==> src/rtl/trigger_capture_ctrl.sv <==
// trigger_capture_ctrl: decimating ADC front end that arms, triggers on a level crossing or force, and writes a fixed-length capture into a FIFO.
//   clk, rst           : clock (rising edge), synchronous active-high reset
//   ad_data            : ADC sample, valid every cycle
//   trig_level         : unsigned trigger threshold
//   trig_edge          : 0 = rising crossing, 1 = falling crossing
//   decim              : a sample strobe fires every decim+1 clocks
//   arm, force_trig    : single-cycle capture request / forced trigger (ARMED only)
//   fifo_full          : FIFO full flag, sampled in the strobe cycle
//   fifo_wr_en/_data   : registered FIFO write port, data holds when idle
//   busy, triggered    : ARMED or CAPTURE / CAPTURE
//   done               : one-cycle pulse after the last write decision
//   overflow           : sticky, a write was dropped on a full FIFO; cleared by arm
module trigger_capture_ctrl #(
    parameter int DATA_W      = 8,
    parameter int CAPTURE_LEN = 256,
    parameter int DECIM_W     = 16
) (
    input  logic              clk,
    input  logic              rst,
    input  logic [DATA_W-1:0] ad_data,
    input  logic [DATA_W-1:0] trig_level,
    input  logic              trig_edge,
    input  logic [DECIM_W-1:0] decim,
    input  logic              arm,
    input  logic              force_trig,
    input  logic              fifo_full,
    output logic              fifo_wr_en,
    output logic [DATA_W-1:0] fifo_wr_data,
    output logic              busy,
    output logic              triggered,
    output logic              done,
    output logic              overflow
);
    localparam int CNT_W = $clog2(CAPTURE_LEN + 1);

    typedef enum logic [1:0] {S_IDLE, S_ARMED, S_CAPTURE, S_DONE} state_t;

    state_t             state, state_nxt;
    logic [DECIM_W-1:0] dcnt;
    logic [DATA_W-1:0]  prev;
    logic               prev_valid, force_pend;
    logic [CNT_W-1:0]   count;
    logic               strobe, crossing, trig, wr_cmd, last;

    // >= rather than == so lowering decim below the running count strobes at once
    assign strobe   = dcnt >= decim;
    assign crossing = prev_valid && (trig_edge ? (prev > trig_level && ad_data <= trig_level)
                                               : (prev < trig_level && ad_data >= trig_level));
    assign trig     = state == S_ARMED && strobe && (crossing || force_trig || force_pend);
    assign wr_cmd   = trig || (state == S_CAPTURE && strobe);
    assign last     = (count + CNT_W'(1)) == CNT_W'(CAPTURE_LEN);

    always_ff @(posedge clk) begin
        if (rst) state <= S_IDLE;
        else     state <= state_nxt;
    end

    always_comb begin
        state_nxt = state;
        case (state)
            S_IDLE:    if (arm) state_nxt = S_ARMED;
            S_ARMED:   if (trig) state_nxt = CAPTURE_LEN == 1 ? S_DONE : S_CAPTURE;
            S_CAPTURE: if (strobe && last) state_nxt = S_DONE;
            default:   state_nxt = S_IDLE;
        endcase
    end

    always_comb begin
        busy      = state == S_ARMED || state == S_CAPTURE;
        triggered = state == S_CAPTURE;
    end

    always_ff @(posedge clk) begin
        if (rst) begin
            dcnt         <= '0;
            prev         <= '0;
            prev_valid   <= 1'b0;
            force_pend   <= 1'b0;
            count        <= '0;
            fifo_wr_en   <= 1'b0;
            fifo_wr_data <= '0;
            done         <= 1'b0;
            overflow     <= 1'b0;
        end else begin
            dcnt <= strobe ? '0 : dcnt + DECIM_W'(1);
            if (strobe) prev <= ad_data;
            // a fresh arm must not compare against a sample taken before arming
            if (state == S_IDLE && arm) prev_valid <= 1'b0;
            else if (state == S_ARMED && strobe) prev_valid <= 1'b1;
            // force between strobes waits for the next strobe to pick its sample
            force_pend <= state == S_ARMED && !strobe && (force_pend || force_trig);
            if (trig) count <= CNT_W'(1);
            else if (state == S_CAPTURE && strobe) count <= count + CNT_W'(1);
            fifo_wr_en <= wr_cmd && !fifo_full;
            if (wr_cmd && !fifo_full) fifo_wr_data <= ad_data;
            done <= state == S_DONE;
            if (state == S_IDLE && arm) overflow <= 1'b0;
            else if (wr_cmd && fifo_full) overflow <= 1'b1;
        end
    end
endmodule

==> config.mk <==
export PLATFORM = sky130hd
export DESIGN_NAME = trigger_capture_ctrl
export DESIGN_NICKNAME = d
export VERILOG_FILES = /design/src/rtl/trigger_capture_ctrl.sv
export SDC_FILE = /design/constraint.sdc
export NUM_CORES = 1
export LEC_CHECK = 0
export CELL_PAD_IN_SITES_DETAIL_PLACEMENT = 1
export CELL_PAD_IN_SITES_GLOBAL_PLACEMENT = 2
export CORE_AREA = 8 8 105 107
export DETAILED_ROUTE_END_ITERATION = 12
export DIE_AREA = 0 0 113 115
export PLACE_DENSITY = 0.87
export SLEW_MARGIN = 20
export SYNTH_ARGS = -nofsm -noshare
export SYNTH_HDL_FRONTEND = slang
export SYNTH_SLANG_ARGS = --single-unit
==> constraint.sdc <==
create_clock -name clk -period 4 [get_ports clk]
set_clock_uncertainty 0.1 [all_clocks]
set_input_delay 0.8 -clock clk [delete_from_list [all_inputs] [get_ports clk]]
set_output_delay 0.8 -clock clk [all_outputs]
set_load 0.03 [all_outputs]
Yosys cells after proc, flatten, opt, wreduce, memory -nomap -nowiden
Cells that the tools add are included.
Widths: inputs -> output; s select.
{"block": "word_totals", "ff_bits": 48, "inputBits": 38, "output_inout_bits": 13, "word_cells": 57}
{"block": "classes", "addsub": 2, "reduce_logical": 25, "magnitude_cmp": 5, "muxes": 7, "n_eq_ne": 7}
{"operator": "$add 16x1->16 const B", "n": 1}
{"operator": "$ge 16x16->1", "n": 1}
{"operator": "$logic_and 1x1->1", "n": 12}
{"operator": "$add 9x1->9 const B", "n": 1}
{"operator": "$eq 9x9->1 const B", "n": 1}
{"operator": "$ge 8x8->1", "n": 1}
{"operator": "$gt 8x8->1", "n": 1}
{"operator": "$le 8x8->1", "n": 1}
{"operator": "$lt 8x8->1", "n": 1}
{"operator": "$mux 2", "n": 3}
{"operator": "$pmux 2 s3", "n": 1}
{"operator": "$reduce_or 2->1", "n": 3}
{"operator": "$logic_or 1x1->1", "n": 5}
{"operator": "$eq 2x2->1 const B", "n": 2}
{"operator": "$ne 2x2->1 const B", "n": 2}
{"operator": "$mux 1", "n": 3}
{"operator": "$reduce_and 3->1", "n": 1}
{"operator": "$eq 2x1->1 const B", "n": 1}
{"operator": "$logic_not 1->1", "n": 2}
{"operator": "$logic_not 2->1", "n": 1}
{"operator": "$ne 2x1->1 const B", "n": 1}
{"operator": "$reduce_bool 2->1", "n": 1}

Depth between registers and ports, before layout
Gate-level depths: netlist of run 1.
{"block": "logic_depth", "word_depth": 9, "mapped_depth": 11, "depth_no_buf": 9}

Least setup slack after synthesis of run 1
No wires, ideal clock.
{"block": "synth_path", "path_kind": "input-to-reg", "from": "in decim[14]", "to": "reg state[1]", "arrival_ns": 3.014, "path_buffers": 0, "setup_slack_ns": 0.814, "path_stages": 9, "setup_ns": 0.072, "cell_sequence": "inv_1 ha_1 nand4_1 or4_1 o32ai_1 nor2_1 o41a_1 a2111oi_4 mux2i_1"}
{"block": "synth_via", "elab_chain_cells": 5, "word_cells_on_any_way": 7}
{"item": "start: declaration", "line": "23", "source": "input logic [DECIM_W-1:0] decim,"}
{"item": "$ge 16x16->1 *", "line": "46", "source": "assign strobe = dcnt >= decim;"}
{"item": "$logic_and 1x1->1 (2 in a row)", "line": "49", "source": "assign trig = state == S_ARMED && strobe && (crossing || force_trig || force_pend);"}
{"item": "$ne 2x2->1 (no source line)"}
{"item": "$reduce_and 3->1 (no source line) *"}
{"item": "end signal: assignment", "line": "55", "source": "else state <= state_nxt;"}
{"item": "end: declaration", "line": "38", "source": "state_t state, state_nxt;"}
Mark *: on every way between the ends. The rest lies on a longest branch, timed or not.
A chain may end at the register's enable or synchronous reset.

Worst setup path after layout of run 1
{"block": "layout_path", "from": "in decim[14]", "to": "reg fifo_wr_data[7]"}
{"block": "layout_via", "elab_chain_cells": 5, "word_cells_on_any_way": 6}
{"item": "$ge 16x16->1 *", "line": "46"}
{"item": "$logic_and 1x1->1 (2 in a row)", "line": "49"}
{"item": "$logic_or 1x1->1 *", "line": "50", "source": "assign wr_cmd = trig || (state == S_CAPTURE && strobe);"}
{"item": "$logic_and 1x1->1 *", "line": "95", "source": "if (wr_cmd && !fifo_full) fifo_wr_data <= ad_data;"}
{"item": "end signal: assignment", "line": "95"}
{"item": "end: declaration", "line": "28", "source": "output logic [DATA_W-1:0] fifo_wr_data,"}
Marked as above.

==> results of run 1 <==
where the power goes:
| part | internal, mW | switching (mW) |
|---|---|---|
| Combinational | 0.133 | 0.154 |
| Clock | 0.119 | 0.163 |
| Sequential | 0.491 | 0.0132 |
| Total | 0.742 | 0.330 |
worst register-to-register path: cells and delay by family (launching register included):
family	cells	cell delay, ns
buffers and inverters	1	0.23
DFF	1	0.38
adders and majority gates	1	0.30
and+or+nand+nor	4	1.37
muxes	1	0.21
AOI/OAI and AO/OA	2	0.58
cell usage in the layout (no fill, tap or decap), types with 4 or more instances in the layout:
| cell type | synthesis | layout |
|---|---|---|
| o21ai_0 | 7 | 7 |
| clkbuf_8 | 1 | 5 |
| ha_1 | 39 | 39 |
| a21oi_1 | 20 | 20 |
| clkdlybuf4s50_1 | 0 | 50 |
| buf_4 | 2 | 6 |
| nand3_1 | 13 | 13 |
| or2_2 | 4 | 4 |
| nor2_1 | 41 | 41 |
| mux2i_1 | 16 | 16 |
| nand2_1 | 39 | 39 |
| nand4_1 | 9 | 9 |
| and3_1 | 5 | 5 |
| xnor2_1 | 6 | 6 |
| xor2_1 | 15 | 15 |
| dfxtp_1 | 48 | 48 |
| inv_1 | 34 | 34 |
routing by layer:
metal | vias up | part of all wire (%)
li1 | 1306 | -
met4 | 0 | 0.82
met2 | 29 | 50
met5 | - | 0
met3 | 6 | 2.9
met1 | 1202 | 47
worst paths after layout:
| check | startpoint | endpoint | slack (ns) | cells past startpoint |
|---|---|---|---|---|
| max | decim[14] | fifo_wr_data[7]$_SDFFE_PP0P_ | 0.16 | 11 |
| max reg2reg | dcnt[12]$_SDFF_PP0_ | fifo_wr_data[7]$_SDFFE_PP0P_ | 0.78 | 9 |
| min | fifo_wr_data[6]$_SDFFE_PP0P_ | fifo_wr_data[6]$_SDFFE_PP0P_ | 0.37 | 2 |
| min reg2reg | fifo_wr_data[6]$_SDFFE_PP0P_ | fifo_wr_data[6]$_SDFFE_PP0P_ | 0.37 | 2 |
flip-flops by register name, summed over array words and instances (netlist names):
register	flops
count	9
dcnt	16
done	1
fifo_wr_data	8
fifo_wr_en	1
force_pend	1
overflow	1
prev	8
prev_valid	1
state	2
cell type report:
cell class / count / area [um^2] / share of cell area [%]
timing repair buffer: 56 / 546 / 14.9
clock inverter: 2 / 12.5 / 0.342
sequential: 48 / 961 / 26.2
inverter: 34 / 128 / 3.48
clock buffer: 5 / 68.8 / 1.88
multi-input combinational: 259 / 1800 / 49.3
tap: 114 / 143 / 3.89
kinds of logic (layout without fill, tap and decap cells):
logic type,after synthesis,in the layout,synth area share [%]
simple gates,133,133,21.2
compound gates,50,50,11.8
flops,48,48,32.6
buf+inv,42,97,6.20
fa+ha+maj,39,39,16.6
xor+xnor,21,21,6.24
mux,16,16,5.43
through the flow:
step                      hold slack (ns)  cells  setup WS (ns)
final                               0.368    518          0.161
after floorplan                     0.330    349          0.814
after detailed placement            0.358    511         -0.182
after CTS                           0.373    518          0.135
after global routing                0.390    518       0.000383
after global placement              0.351    511         -0.104
==> summary.txt, run 1 <==
Floorplanning
  – Die ar.: 0.0130 mm^2
  – Num rows: 36
  – Die Wd: 113 um
  – Die H: 115 um
  – Initial Util: 31.2%
  – # IOs: 51
  – Core box area: 0.00946 mm^2

Global route
  – Antenna violations before repair: 0
  – First-pass GRT wire length: 12800 um
  – Vias in the first global route: 2720
  – Largest net degree at the start of global routing: 23
  – Top Usage Layer GRT: met2
  – Grt met3 use: 2.47%
  – Total gr overflow: 0
  – Grt met2 use: 21.4%
  – Global-route track usage on met1: 14.3%
  – Tot GR Track Use: 11.9%

Setup path
  – Cells along the critical path: clkdlybuf4s50_1 -> inv_1 -> ha_1 -> nand4_1 -> or4_1 -> o32ai_1 -> nor2_1 -> or3_2 -> o22ai_1 -> buf_4 -> mux2i_1
  – Top delay family on crit path: simple AND/OR/NAND/NOR gates
  – Startpoint Class: primary input
  – Critical path data arrival time: 3.97 ns
  – Worst Path Buf+Inv: 3
  – CP endpoint kind: register
  – Crit path kind: in2reg
  – CP max FO: 9
  – CP max-delay cell: or4_1
  – Delay of the slowest critical-path stage: 0.56 ns
  – Critical Path RT: 4.13 ns

Synthesis
  – Most instantiated library cell after synthesis: dfxtp_1
  – Syn Nets: 426
  – Post-synthesis area per instance: 8.45 um^2
  – Synthesized flop and latch total: 48
  – Mapped Cells: 349
  – Synth cell types: 48
  – Post-synthesis sequential area ratio: 32.6%
  – YS warnings: 0
  – Synth top area share: 32.6%
  – EDFF count, synth: 0
  – Most area-consuming cells after synthesis: dfxtp_1 33%, ha_1 17%, mux2i_1 5.4%
  – Top post-synthesis cells by count: 48 x dfxtp_1, 41 x nor2_1, 39 x ha_1, 39 x nand2_1, 34 x inv_1
  – Synthesized cell area: 0.00295 mm^2
  – Prevailing post-synth register cell: dfxtp_1
  – Yosys top cell by area: dfxtp_1
  – Ys async rst share: 0%

Timing
  – Total negative slack: 0 ns
  – Worst slew margin: 48.6%
  – Final period util: 96.0%
  – Final hold violations: 0
  – Slew at the pin closest to its max-slew limit: 0.751 ns
  – Fmax: 261 MHz
  – Setup Viol. Count Final: 0
  – Final min period: 3.84 ns
  – RSZ-0062 raised after global routing: no
  – Slew Viols, Final: 0

Flow run
  – Max cap viols: 0

Detailed routing
  – WL per Instance: 14.6 um
  – Detail Route Antenna Nets: 0
  – # DRC: 0
  – Via/cell ratio: 4.91
  – Vias: 2543
  – WL final: 7580 um
  – 1st-pass router iterations: 4
  – DR iter-0 viols: 50

Clocking
  – # Post-CTS Setup Buffers: 0
  – Clk buf depth: 2
  – Inserted Clock Buffers: 5
  – Latest clock arrival within the worst-skew pair: 0.30 ns
  – Post-cts sizing count: 0
  – Reg clk slew, reported paths: 0.08 ns
  – Root Driver: clkbuf_8
  – TritonCTS clock tree: done
  – CTS Hold Bufs: 0
  – CTS sink cnt: 48
  – Htree depth: 2

Final layout
  – Antenna cell count: 0
  – Final Cell Area: 0.00366 mm^2
  – Layout Area Growth over Synthesis: 24.2%
  – Filler Cells Inserted: 1136
  – Util after Layout: 38.7%
  – Share of cells above drive strength 1: 6.19%
  – Final nets: 481

Hold path
  – HP Class: reg2reg

Pwr
  – Worst vdd ir: 0.000148 V
  – Leakage: 1.51 nW
  – Final Power: 1.07 mW
  – Pwr/cell area: 293 mW/mm^2

Status
  – Status: finished, final reports clean

Placement
  – GP Congestion: 0.782
  – Placed Area: 0.00358 mm^2
  – Port bufs: 50
  – HPWL Detailed: 6270 um
Power figures use the tool's default switching activity.
==> inputs of run 2 (changes only) <==
- ABC_CLOCK_PERIOD_IN_PS: not set -> 4000
==> results of run 2 <==
The final DEF is identical to that of run 1; final timing and power are the same.
==> inputs of run 3 (changes only) <==
- CAP_MARGIN: not set -> 20
==> results of run 3 <==
The final DEF is identical to that of run 1; final timing and power are the same.
